$ cat config.mk
export PLATFORM = sky130hd
export DESIGN_NAME = match_controller
export DESIGN_NICKNAME = d
export VERILOG_FILES = /design/src/rtl/match_controller.sv
export SDC_FILE = /design/constraint.sdc
export NUM_CORES = 1
export LEC_CHECK = 0
export CAP_MARGIN = 15
export CORE_MARGIN = 2
export CORE_UTILIZATION = 40
export CTS_BUF_LIST = sky130_fd_sc_hd__clkbuf_8
export DETAILED_ROUTE_END_ITERATION = 6
export SLEW_MARGIN = 20
export SYNTH_ARGS = -nofsm -noshare
export SYNTH_HDL_FRONTEND = slang
export SYNTH_SLANG_ARGS = --single-unit
$ cat constraint.sdc
create_clock -name clk -period 3.1 [get_ports clk]
set_clock_uncertainty 0.2 [all_clocks]
set_input_delay 0.465 -clock clk [delete_from_list [all_inputs] [get_ports clk]]
set_output_delay 0.465 -clock clk [all_outputs]
set_load 0.03 [all_outputs]
$ cat src/rtl/match_controller.sv
// Round/match sequencer: INTRO -> FIGHT -> KO rounds up to a best-of match result,
// with hold-to-restart. Optional SUDDEN_DEATH_EN keeps timeout ties in FIGHT.
module match_controller #(
  parameter int NUM_PLAYERS   = 2,
  parameter int HP_W          = 9,
  parameter int ROUNDS_TO_WIN = 2,
  parameter int ROUND_TICKS   = 1800,
  parameter int INTRO_TICKS   = 40,
  parameter int KO_TICKS      = 40,
  parameter int HOLD_TICKS    = 40
) (
  input  logic                        clk,
  input  logic                        reset_n,
  input  logic                        tick,
  input  logic [NUM_PLAYERS*HP_W-1:0] health,
  input  logic                        reset_req,
  output logic [1:0]                  state,
  output logic                        fight_enable,
  output logic                        round_reset,
  output logic [3:0]                  round_num,
  output logic [10:0]                 time_left,
  output logic [NUM_PLAYERS*2-1:0]    wins,
  output logic [2:0]                  round_winner,
  output logic                        round_draw,
  output logic [2:0]                  match_winner
);

  typedef enum logic [1:0] {
    S_INTRO = 2'd0,
    S_FIGHT = 2'd1,
    S_KO    = 2'd2,
    S_OVER  = 2'd3
  } state_t;

  state_t                     r_state;
  logic [15:0]                r_phase_cnt;
  logic [15:0]                r_hold;
  logic                       r_start;
  logic                       r_round_reset;
  logic                       r_fight_en;
  logic [3:0]                 r_round_num;
  logic [10:0]                r_time_left;
  logic [NUM_PLAYERS*2-1:0]   r_wins;
  logic [2:0]                 r_round_winner;
  logic                       r_round_draw;
  logic [2:0]                 r_match_winner;

  logic [2:0]      w_alive_cnt;
  logic [2:0]      w_alive_idx;
  logic [HP_W-1:0] w_max_hp;
  logic [2:0]      w_max_cnt;
  logic [2:0]      w_max_idx;
  logic            w_judge_end;
  logic            w_judge_draw;
  logic [2:0]      w_judge_idx;
  logic            w_match_done;
  logic [2:0]      w_match_idx;
  logic            w_restart;

  always_comb begin
    w_alive_cnt = '0;
    w_alive_idx = '0;
    w_max_hp    = '0;
    w_max_cnt   = '0;
    w_max_idx   = '0;
    for (int k = 0; k < NUM_PLAYERS; k++) begin
      if (health[k*HP_W +: HP_W] != '0) begin
        w_alive_cnt = w_alive_cnt + 3'd1;
        w_alive_idx = 3'(k);
      end
      if (health[k*HP_W +: HP_W] > w_max_hp) begin
        w_max_hp  = health[k*HP_W +: HP_W];
        w_max_cnt = 3'd1;
        w_max_idx = 3'(k);
      end else if (health[k*HP_W +: HP_W] == w_max_hp) begin
        w_max_cnt = w_max_cnt + 3'd1;
      end
    end
  end

  // Round judging in priority order: nobody alive, last survivor, timeout.
  always_comb begin
    w_judge_end  = 1'b0;
    w_judge_draw = 1'b0;
    w_judge_idx  = '0;
    if (w_alive_cnt == 3'd0) begin
      w_judge_end  = 1'b1;
      w_judge_draw = 1'b1;
    end else if (w_alive_cnt == 3'd1) begin
      w_judge_end = 1'b1;
      w_judge_idx = w_alive_idx;
    end else if (r_time_left == '0) begin
      if (w_max_cnt == 3'd1) begin
        w_judge_end = 1'b1;
        w_judge_idx = w_max_idx;
      end else begin
`ifdef SUDDEN_DEATH_EN
        w_judge_end  = 1'b0;
`else
        w_judge_end  = 1'b1;
        w_judge_draw = 1'b1;
`endif
      end
    end
  end

  always_comb begin
    w_match_done = 1'b0;
    w_match_idx  = '0;
    for (int k = NUM_PLAYERS - 1; k >= 0; k--) begin
      if (r_wins[k*2 +: 2] == 2'(ROUNDS_TO_WIN)) begin
        w_match_done = 1'b1;
        w_match_idx  = 3'(k);
      end
    end
  end

  assign w_restart = tick && reset_req && (r_hold == 16'(HOLD_TICKS - 1));

  always_ff @(posedge clk or negedge reset_n) begin
    if (!reset_n) begin
      r_state        <= S_INTRO;
      r_phase_cnt    <= '0;
      r_hold         <= '0;
      r_start        <= 1'b1;
      r_round_reset  <= 1'b0;
      r_fight_en     <= 1'b0;
      r_round_num    <= 4'd1;
      r_time_left    <= 11'(ROUND_TICKS);
      r_wins         <= '0;
      r_round_winner <= '0;
      r_round_draw   <= 1'b0;
      r_match_winner <= '0;
    end else begin
      r_start       <= 1'b0;
      r_round_reset <= r_start;

      // Hold counter saturates so a long hold restarts only once.
      if (!reset_req) begin
        r_hold <= '0;
      end else if (tick && r_hold != 16'(HOLD_TICKS)) begin
        r_hold <= r_hold + 16'd1;
      end

      if (w_restart) begin
        r_state        <= S_INTRO;
        r_phase_cnt    <= '0;
        r_round_reset  <= 1'b1;
        r_fight_en     <= 1'b0;
        r_round_num    <= 4'd1;
        r_time_left    <= 11'(ROUND_TICKS);
        r_wins         <= '0;
        r_round_winner <= '0;
        r_round_draw   <= 1'b0;
        r_match_winner <= '0;
      end else if (tick) begin
        case (r_state)
          S_INTRO: begin
            if (r_phase_cnt == 16'(INTRO_TICKS - 1)) begin
              r_phase_cnt <= '0;
              r_state     <= S_FIGHT;
              r_fight_en  <= 1'b1;
            end else begin
              r_phase_cnt <= r_phase_cnt + 16'd1;
            end
          end
          S_FIGHT: begin
            if (w_judge_end) begin
              r_state     <= S_KO;
              r_fight_en  <= 1'b0;
              r_phase_cnt <= '0;
              if (w_judge_draw) begin
                r_round_draw   <= 1'b1;
                r_round_winner <= '0;
              end else begin
                r_round_draw   <= 1'b0;
                r_round_winner <= w_judge_idx + 3'd1;
                for (int k = 0; k < NUM_PLAYERS; k++) begin
                  if (3'(k) == w_judge_idx && r_wins[k*2 +: 2] != 2'd3) begin
                    r_wins[k*2 +: 2] <= r_wins[k*2 +: 2] + 2'd1;
                  end
                end
              end
            end else if (r_time_left != '0) begin
              r_time_left <= r_time_left - 11'd1;
            end
          end
          S_KO: begin
            if (r_phase_cnt == 16'(KO_TICKS - 1)) begin
              r_phase_cnt <= '0;
              if (w_match_done) begin
                r_state        <= S_OVER;
                r_match_winner <= w_match_idx + 3'd1;
              end else begin
                r_state       <= S_INTRO;
                r_round_reset <= 1'b1;
                r_time_left   <= 11'(ROUND_TICKS);
                if (r_round_num != 4'd15) begin
                  r_round_num <= r_round_num + 4'd1;
                end
              end
            end else begin
              r_phase_cnt <= r_phase_cnt + 16'd1;
            end
          end
          default: begin
          end
        endcase
      end
    end
  end

  assign state        = r_state;
  assign fight_enable = r_fight_en;
  assign round_reset  = r_round_reset;
  assign round_num    = r_round_num;
  assign time_left    = r_time_left;
  assign wins         = r_wins;
  assign round_winner = r_round_winner;
  assign round_draw   = r_round_draw;
  assign match_winner = r_match_winner;

endmodule

# After elaboration in Yosys (flattened, before gate mapping)
# Cells that the tools add are included.
word_totals:
  register_bits: 63
  in_bits: 22
  output_inout_bits: 30
  wordCells: 167
op_classes:
  n_addsub: 10
  n_lt_le_gt_ge: 2
  n_eq_ne: 23
  n_mux: 83
  reduce_logical: 36
ops:
  columns: ["operator", "n"]
  rows:
  - ["two-way mux 16 bit", 6]
  - ["two-way mux 11 bit", 6]
  - ["two-way mux 3 bit", 18]
  - ["two-way mux 4 bit", 11]
  - ["adder 16 x 1 -> 16 bit, second input constant", 2]
  - ["== test 16 x 6 -> 1 bit, second input constant", 2]
  - ["one-hot mux 16 bit (2 select lines)", 1]
  - ["two-way mux 1 bit", 29]
  - ["one-hot mux 11 bit (2 select lines)", 1]
  - ["AND reduction 5 bit", 4]
  - ["!= test 3 bit, second input constant", 6]
  - ["nonzero test 2 bit", 9]
  - ["nonzero test 9 bit", 2]
  - ["two-way mux 2 bit", 8]
  - ["!= test 16 x 6 -> 1 bit, second input constant", 1]
  - ["adder 3 x 1 -> 3 bit, second input constant", 4]
  - ["zero test 11 bit", 1]
  - ["nonzero test 11 bit", 1]
  - ["subtractor 11 x 1 -> 11 bit, second input constant", 1]
  - ["== test 9 bit", 1]
  - ["> comparator 9 x 1 -> 1 bit, second input constant", 1]
  - ["> comparator 9 bit", 1]
  - ["zero test 9 bit", 1]
  - ["two-way mux 9 bit", 1]
  - ["20 further kinds", 36]

# Logic depth before layout (Yosys ltp)
# Gate-level depths: netlist of run 1.
logic_depth:
  word_depth: 19
  ltp_mapped: 11

# Least setup slack after synthesis of run 1
# Ideal clock, no wire load.
synth_path:
  path_type: "input to register"
  start: "in health[11]"
  end: "reg r_time_left[2], in the netlist time_left[2]"
  t_arrival_ps: 2497
  slack_ps: 325
  cell_stages: 10
  path_cell_list: "nor4_1 > nand3_1 > ha_1 > nor2_1 > o41ai_4 > a21oi_1 > a21oi_1 > buf_2 > or3_1 > a21oi_1"
synth_via:
  elab_chain_cells: 7
synth_rtl:
  columns: ["item", "line", "source"]
  rows:
  - ["start, declared", "15", "input logic [NUM_PLAYERS*HP_W-1:0] health,"]
  - ["nonzero test 9 bit (*)", "67", "if (health[k*HP_W +: HP_W] != '0) begin"]
  - ["two-way mux 3 bit (*)", "67", null]
  - ["== test 3 x 1 -> 1 bit", "89", "end else if (w_alive_cnt == 3'd1) begin"]
  - ["two-way mux 1 bit", "89", null]
  - ["two-way mux 1 bit (*)", "86", "if (w_alive_cnt == 3'd0) begin"]
  - ["!= test 3 bit (no source line) (*)", null, null]
  - ["AND reduction 6 bit (no source line) (*)", null, null]
  - ["end signal, assigned", "129", "r_time_left <= 11'(ROUND_TICKS);"]
  - ["end signal, assigned", "151", "r_time_left <= 11'(ROUND_TICKS);"]
  - ["end signal, assigned", "185", "r_time_left <= r_time_left - 11'd1;"]
  - ["end, declared", "42", "logic [10:0] r_time_left;"]
# Every way passes the cells marked *; elsewhere a longest branch is shown, timed or not.
# A chain may end at the register's enable or synchronous reset.

# Worst setup path in the final report of run 1
layout_path:
  start: "in health[16]"
  end: "reg r_wins[1], in the netlist wins[1]"
layout_via:
  elab_chain_cells: 12
layout_rtl:
  columns: ["item", "line", "source"]
  rows:
  - ["branches (longest 11 deep; another with > comparator 9 bit)", null, null]
  - ["AND reduction 5 bit (no source line) (*)", null, null]
  - ["end signal, assigned by index", "180", "r_wins[k*2 +: 2] <= r_wins[k*2 +: 2] + 2'd1;"]
  - ["end, declared", "43", "logic [NUM_PLAYERS*2-1:0] r_wins;"]
# Mark *: on every way between the ends.

==> results_dict.tcl, run 1 <==
set metrics [dict create \
    postRouteAntennaNets 0 \
    intPower_uw 1750 \
    nFillCells 858 \
    whs_ns 0.310 \
    core_area_um2 9240 \
    synth_cells 413 \
    grt_max_degree 33 \
    cts_buffers 9 \
    path_clk_slew_ns 0.08 \
    place_congestion 0.810 \
    critPathLaunchType "input pin" \
    crit_path_max_incr_delay_ns 0.42 \
    path_max_fanout 3 \
    power_frac_clock 0.210 \
    viasPerCell 5.31 \
    clockBufferDepth 2 \
    fin_nets 535 \
    ys_ff_latch 61 \
    htree_levels 3 \
    arrival_ns 2.96 \
    async_reset_ff_frac 1.00 \
    p_leak_uw 0.00214 \
    crit_path_frequent_cell "buf_4" \
    synth_area_um2 3820 \
    grt.total_usage 0.188 \
    rows 35 \
    start_util 0.414 \
    grt_pass1_vias 3183 \
    tightest_slew_ns 0.698 \
    syn2layout_area_growth_pct 26.6 \
    drt_wl_total_um 8990 \
    cp_slowest_cell "clkdlybuf4s50_1" \
    path_cells "clkdlybuf4s50_1, buf_4, ha_1, nand4_1, nor3_1, nand2b_1, a2111oi_1, buf_4, nor4_2, mux2i_1" \
    swShare 0.402 \
    synth_edf_count 0 \
    crit_path_end_kind "register" \
    die_w_um 102 \
    io_buffers 49 \
    crit_buf_inv 3 \
    rsz0062_at_grt "no" \
    cts_root_buf "clkbuf_8" \
    critPathTopFamily "simple AND/OR/NAND/NOR gates" \
    power_frac_seq 0.376 \
    slew-limit-headroom 0.534 \
    post-route-drc-count 0 \
    first_pass_iters 4 \
    path_class "in -> reg" \
    yosys.area.top_type "dfrtp_1" \
    yosys.area.top_type_share 0.360 \
    period_minus_slack_ns 2.89 \
    wl_per_cell_um 14.4 \
    slew_viol_final 0 \
    setup_viol_count_final 0 \
    diodes 0 \
    synth_most_common_cell "dfrtp_1" \
    hold_class "reg -> reg" \
    worstSkewPairLatency_ns 0.35 \
    post-place-ws_ns -0.181 \
    avgSynthCellArea_um2 9.26 \
    max-vdd-ir-drop_uv 224 \
    cts_tree "built" \
    grt_pass1_wl_um 15400 \
    required_ns 3.17 \
    drive_above_1_share 0.135 \
    max_freq_ghz 0.346 \
    die_area_um2 10400 \
    synth_common_cells "55 x dfrtp_1, 33 x nor2_1, 26 x inv_1, 26 x nand2_1, 26 x o21ai_0" \
    dieHeight_um 102 \
    p_per_area_nw_per_um2 606 \
    seq_area_frac_synth 0.401 \
    status "finished clean" \
    finalPower_uw 2930 \
    ys.warnings.count 0 \
    min_period_over_period 0.933 \
    hold_viol_final 0 \
    overflow 0 \
    ios 52 \
    synth_flop_cell "dfrtp_1" \
    comb_power_share 0.414 \
    max_cap_viol_count 0 \
    dp_hpwl_um 6580 \
    synth_cell_types 59 \
    vias 3316 \
    final.setup.worst_slack_ns 0.209 \
    antenna_found_initial 0 \
    synth_area_leaders "dfrtp_1 36%, ha_1 7.5%, dfstp_2 4.1%, o21ai_0 3.4%, nor2_1 3.2%" \
    cts.sinks 61 \
    power.switching_uw 1180 \
    drtIter0Drc 105 \
]
logic make-up after synthesis:
group | count (synthesis) | share of synthesized area
AND/OR/NAND/NOR | 173 | 0.253
XOR/XNOR | 26 | 0.0596
multiplexers | 8 | 0.0213
AO/OA/AOI/OAI | 80 | 0.144
flip-flops | 61 | 0.401
other | 1 | 0.000981
adder cells (fa/ha/maj) | 23 | 0.0753
buffers and inverters | 41 | 0.0452
metrics by stage:
| step | cell area, µm² | TNS, ns | instances | utilization |
|---|---|---|---|---|
| global placement | 4660 | -0.541 | 607 | 0.504 |
| finish | 4840 | 0 | 624 | 0.524 |
| detailed placement | 4660 | -1.63 | 607 | 0.504 |
| CTS | 4830 | 0 | 624 | 0.523 |
| global route | 4840 | 0 | 624 | 0.524 |
| floorplan | 3830 | 0 | 415 | - |
sequential cells by signal, summed over array words and instances, names as in the netlist:
signal / cells
round_num: 4
r_phase_cnt: 16
state: 2
wins: 4
round_draw: 1
r_hold: 16
match_winner: 2
fight_enable: 1
time_left: 11
round_reset: 1
round_winner: 2
r_start: 1
cell usage in the layout, fill, tap and decap left out, types with 6 or more instances in the layout:
cell / n
o21ai_0: 25
inv_1: 26
a21oi_1: 15
nand2b_1: 6
ha_1: 23
nand3_1: 16
xnor2_1: 14
xor2_1: 12
and3_1: 9
o211ai_1: 6
and4_1: 6
nor4_1: 7
nand2_1: 26
dfstp_2: 6
clkbuf_8: 9
dfrtp_1: 55
nand4_1: 9
o21a_1: 6
nor2_1: 32
mux2i_1: 7
clkdlybuf4s50_1: 48
and2_1: 18
buf_4: 26
or3_1: 6
nor3_1: 13
power groups by stage:
stage	Sequential (µW)	Clock (µW)	Combinational (µW)
4_1_cts	1100	640	1220
5_1_grt	1130	670	1330
2_1_floorplan	1270	0	547
3_5_place_dp	1110	0	1210
6_report	1100	617	1210
3_3_place_gp	1110	0	1190
routing by layer:
layer	routed length, µm	track usage
met5	0	0
met2	4310	0.307
met3	373	0.0359
met1	4120	0.248
met4	181	0.0728
final cells by class:
type,count,area (µm²),share of cell area
multi-input combinational,313,2130,0.440
tap,129,161,0.0334
timing repair buffer,79,751,0.155
inverter,26,97.6,0.0202
sequential,61,1530,0.317
clock inverter,7,42.5,0.00879
clock buffer,9,124,0.0256
worst paths after layout:
check                      slack, ns             from  cells past startpoint         endpoint
setup reg to reg                0.43     time_left[0]                      8          wins[2]
hold reg to reg                 0.31  match_winner[0]                      2  match_winner[0]
hold / removal                  0.31  match_winner[0]                      2  match_winner[0]
setup / recovery                0.21       health[16]                     10          wins[1]
min in group asynchronous       0.49          reset_n                      2     round_num[3]
max in group asynchronous       1.51          reset_n                      3     time_left[3]
worst reg2reg max path, cell delays in order (launching register included):
cell and delay (ns):
dfrtp_1 0.45, inv_1 0.10, ha_1 0.16, or2b_1 0.30
nor4_2 0.30, nand2b_1 0.12, a211o_1 0.33, a2111oi_4 0.42
mux2i_1 0.23
repair_timing:
action	CTS	global route
buffers inserted	0	0
hold buffers	1	0
hold endpoints to repair	27	0
gates resized for setup	0	3
endpoints found under the setup margin	0	8
No activity file was read; power rests on OpenSTA's default activity.
==> run 2, diff against run 1 <==
Settings changed: ABC_CLOCK_PERIOD_IN_PS set to 3100, CORE_ASPECT_RATIO set to 0.7, CORE_UTILIZATION 40 to 45, PLACE_DENSITY set to 0.68.
==> run 2 against run 1 <==
Cell count is 3.7% lower. Core utilization is 5.4 points higher. Critical endpoint is now wins[2]. Sequential share of layout area is 0.17 points higher. Via count is 0.81% higher. Critical path type unchanged. Register-to-register slack worse by 0.04 ns. Largest cell class unchanged.
==> results_dict.tcl, run 2 (same netlist as run 1, synthesis figures left out) <==
set metrics [dict create \
    status "finished clean" \
    hold_class "reg -> reg" \
    wl_per_cell_um 15.0 \
    place_congestion 0.818 \
    final_common_cell "dfrtp_1" \
    dp_cells 584 \
    p_per_area_nw_per_um2 623 \
    max-vdd-ir-drop_uv 289 \
    core_area_um2 8340 \
    htree_levels 3 \
    max_freq_ghz 0.344 \
    path_clk_slew_ns 0.06 \
    slew_viol_final 0 \
    grt.total_usage 0.207 \
    required_ns 3.17 \
    start_util 0.458 \
    cts_root_buf "clkbuf_8" \
    io_buffers 49 \
    path_max_fanout 4 \
    fin_nets 536 \
    fin_util 0.577 \
    crit_path_end_kind "register" \
    viasPerCell 5.56 \
    path_class "in -> reg" \
    drive_above_1_share 0.133 \
    postCtsSetupBuffers 0 \
    drtIter0Drc 224 \
    p_leak_uw 0.00216 \
    cts_tree "built" \
    arrival_ns 2.98 \
    post-place-ws_ns -0.226 \
    first_pass_iters 4 \
    tightest_slew_ns 0.732 \
    period_minus_slack_ns 2.90 \
    antenna_found_initial 0 \
    cts.sinks 61 \
    worstSkewPairLatency_ns 0.35 \
    ios 52 \
    mostFrequentLayoutCells "55 x dfrtp_1, 48 x clkdlybuf4s50_1, 33 x nor2_1" \
    setup_viol_count_final 0 \
    drt_wl_total_um 9020 \
    final.setup.worst_slack_ns 0.195 \
    diodes 0 \
    cts_buffers 9 \
    die_area_um2 9260 \
    postRouteAntennaNets 0 \
    min_period_over_period 0.937 \
    syn2layout_area_growth_pct 25.9 \
    overflow 0 \
    clockBufferDepth 2 \
    vias 3343 \
    grt_pass1_wl_um 14900 \
    fin_cells 601 \
    post-route-drc-count 0 \
    rows 28 \
    grt_pass1_vias 3098 \
    rsz0062_at_grt "no" \
    hold_viol_final 0 \
    slew-limit-headroom 0.512 \
    grt_max_degree 33 \
    max_cap_viol_count 0 \
    die_w_um 114 \
    critPathLaunchType "input pin" \
    dp_hpwl_um 6910 \
    dieHeight_um 81.1 \
]
## run 2: final timing paths
kind	start	to	slack, ns	depth (start not counted)
setup / recovery	health[11]	wins[2]	0.20	13
hold / removal	match_winner[0]	match_winner[0]	0.27	2
setup reg to reg	time_left[0]	wins[2]	0.39	9
hold reg to reg	match_winner[0]	match_winner[0]	0.27	2
max in group asynchronous	reset_n	r_start	1.39	3
min in group asynchronous	reset_n	round_draw	0.50	2
## run 2: through the flow
stage | hold WS, ns | power [µW] | instance area, µm² | setup TNS (ns)
floorplan | -0.0306 | 1820 | 3830 | 0
global placement | 0.288 | 2300 | 4610 | -0.869
detailed placement | 0.268 | 2330 | 4610 | -3.07
CTS | 0.283 | 3020 | 4800 | 0
global route | 0.301 | 3180 | 4810 | 0
finish | 0.273 | 3000 | 4810 | 0
## run 2: layout make-up
class                      count  area [µm²]
sequential                    61        1530
multi-input combinational    313        2130
timing repair buffer          80         733
fill                         759        3520
clock inverter                 7        60.1
tap                          105         131
clock buffer                   9         124
inverter                      26        97.6
## run 2: worst max-delay path, cell delays in order
cell and delay [ns]:
clkdlybuf4s50_1 0.44, nor4_2 0.30, nand3_1 0.14, buf_4 0.16, inv_1 0.08, ha_1 0.17
nor2_1 0.07, o41ai_4 0.06, buf_4 0.18, and3_4 0.20, nand2_4 0.07, a2111oi_4 0.41
mux2i_1 0.23
## run 2: what timing repair did
action / in CTS / in global routing
hold endpoints to repair: 25 / 0
hold buffers: 1 / 0
endpoints found under the setup margin: 0 / 9
gates resized for setup: 0 / 2
## run 2: metal layers
layer | global-route usage | part of all wire | up-vias
met4 | 0.0610 | 0.011 | 0
met2 | 0.332 | 0.46 | 54
met1 | 0.278 | 0.49 | 1645
met5 | 0 | 0 | -
met3 | 0.0567 | 0.042 | 11
li1 | - | - | 1633
## run 2: where the power goes
group	internal, µW	leakage [µW]	switching [µW]
sequential	940	0.000805	166
combinational	537	0.00125	690
clock	360	0.000101	308
total	1840	0.00216	1160
==> run 3, diff against run 2 <==
Settings changed: CORE_MARGIN 2 to unset.
==> run 3 against run 2 <==
The run now ends with DRC left. First-iteration DRC count grew 7.1%. Setup slack got worse by 0.020 ns. Critical path depth stayed put. Core utilization grew 2.4 points. Critical path type unchanged. Largest power group unchanged.
==> results_dict.tcl, run 3 (same netlist as run 1, synthesis figures left out) <==
set metrics [dict create \
    worstSkewPairLatency_ns 0.33 \
    start_util 0.475 \
    wl_per_cell_um 14.8 \
    fin_nets 535 \
    rsz0062_at_grt "no" \
    grt_max_degree 37 \
    grt.total_usage 0.219 \
    power_frac_clock 0.240 \
    mostFrequentLayoutCells "55 x dfrtp_1, 48 x clkdlybuf4s50_1, 33 x nor2_1" \
    p_leak_uw 0.00217 \
    drt_wl_total_um 8800 \
    die_area_um2 8870 \
    fin_cells 596 \
    crit_path_end_kind "register" \
    max_freq_ghz 0.342 \
    viasPerCell 5.48 \
    swShare 0.377 \
    power.switching_uw 1150 \
    ios 52 \
    comb_power_share 0.397 \
    rows 27 \
    cts_buffers 9 \
    min_period_over_period 0.944 \
    cts.sinks 61 \
    grt_pass1_vias 3157 \
    first_pass_iters 7 \
    hold_viol_final 0 \
    path_clk_slew_ns 0.06 \
    p_per_area_nw_per_um2 630 \
    post-route-drc-count 6 \
    fin_util 0.601 \
    setup_viol_count_final 0 \
    die_w_um 112 \
    clockBufferDepth 2 \
    drive_above_1_share 0.133 \
    dieHeight_um 79.1 \
    core_area_um2 8040 \
    place_congestion 0.841 \
    syn2layout_area_growth_pct 26.4 \
    drtIter0Drc 240 \
    violations "DRC" \
    required_ns 3.15 \
    period_minus_slack_ns 2.92 \
    antenna_found_initial 0 \
    max_cap_viol_count 0 \
    post-place-ws_ns -0.167 \
    status "finished, violations left" \
    cts_root_buf "clkbuf_8" \
    grt_pass1_wl_um 15300 \
    htree_levels 3 \
    postCtsSetupBuffers 0 \
    hold_class "reg -> reg" \
    dp_cells 579 \
    slew-limit-headroom 0.594 \
    overflow 0 \
    dp_hpwl_um 6680 \
    final.setup.worst_slack_ns 0.175 \
    whs_ns 0.286 \
    slew_viol_final 0 \
    path_max_fanout 4 \
    intPower_uw 1900 \
    finalPower_uw 3050 \
    tightest_slew_ns 0.609 \
    arrival_ns 2.97 \
    vias 3266 \
    cts_tree "built" \
    diodes 0 \
    path_class "in -> reg" \
    max-vdd-ir-drop_uv 241 \
    final_common_cell "dfrtp_1" \
    io_buffers 49 \
    power_frac_seq 0.363 \
    critPathLaunchType "input pin" \
    postRouteAntennaNets 0 \
]
==> run 3: layout make-up <==
class	instances	area [µm²]
timing repair buffer	79	738
inverter	26	97.6
clock inverter	4	45.0
clock buffer	12	165
fill	676	3210
sequential	61	1530
multi-input combinational	313	2130
tap	101	126
==> run 3: stage by stage <==
step	instance area, µm²	TNS, ns
after floorplan	3830	0
after global placement	4610	-0.797
after detailed placement	4610	-1.49
after CTS	4830	0
after global routing	4830	0
final	4830	0
==> run 3: final timing paths <==
path,to,depth (start not counted),startpoint,slack [ns]
max,wins[2],13,health[11],0.18
min,match_winner[0],2,match_winner[0],0.29
max reg2reg,wins[2],7,time_left[7],0.39
min reg2reg,match_winner[0],2,match_winner[0],0.29
max in group asynchronous,time_left[10],3,reset_n,1.55
min in group asynchronous,round_draw,2,reset_n,0.48
==> run 3: metal layers <==
metal	wire, µm	track usage	share of wire
met3	406	0.0496	0.046
met5	0	0	0
met2	3820	0.340	0.43
met4	60	0.0493	0.0068
met1	4510	0.311	0.51
==> run 3: worst max-delay path, stage by stage <==
cell and delay [ns]:
clkdlybuf4s50_1 0.43, nor4_1 0.30, nand3_1 0.15, buf_4 0.16
inv_1 0.07, ha_1 0.17, nor2_1 0.07, o41ai_4 0.06
buf_4 0.18, and3_4 0.20, nand2_4 0.07, a2111oi_4 0.40
mux2i_1 0.25
==> run 3: repair_timing <==
item,in CTS,in global routing
resized for setup,0,1
endpoints found under the hold margin,20,0
endpoints found under the setup margin,0,3
hold buffers,1,0
==> run 3: power by group through the flow <==
stage | sequential (µW) | clock, µW | combinational [µW]
after floorplan | 1270 | 0 | 547
after global placement | 1110 | 0 | 1180
after detailed placement | 1120 | 0 | 1190
after CTS | 1110 | 751 | 1200
after global routing | 1130 | 785 | 1320
final | 1110 | 731 | 1210
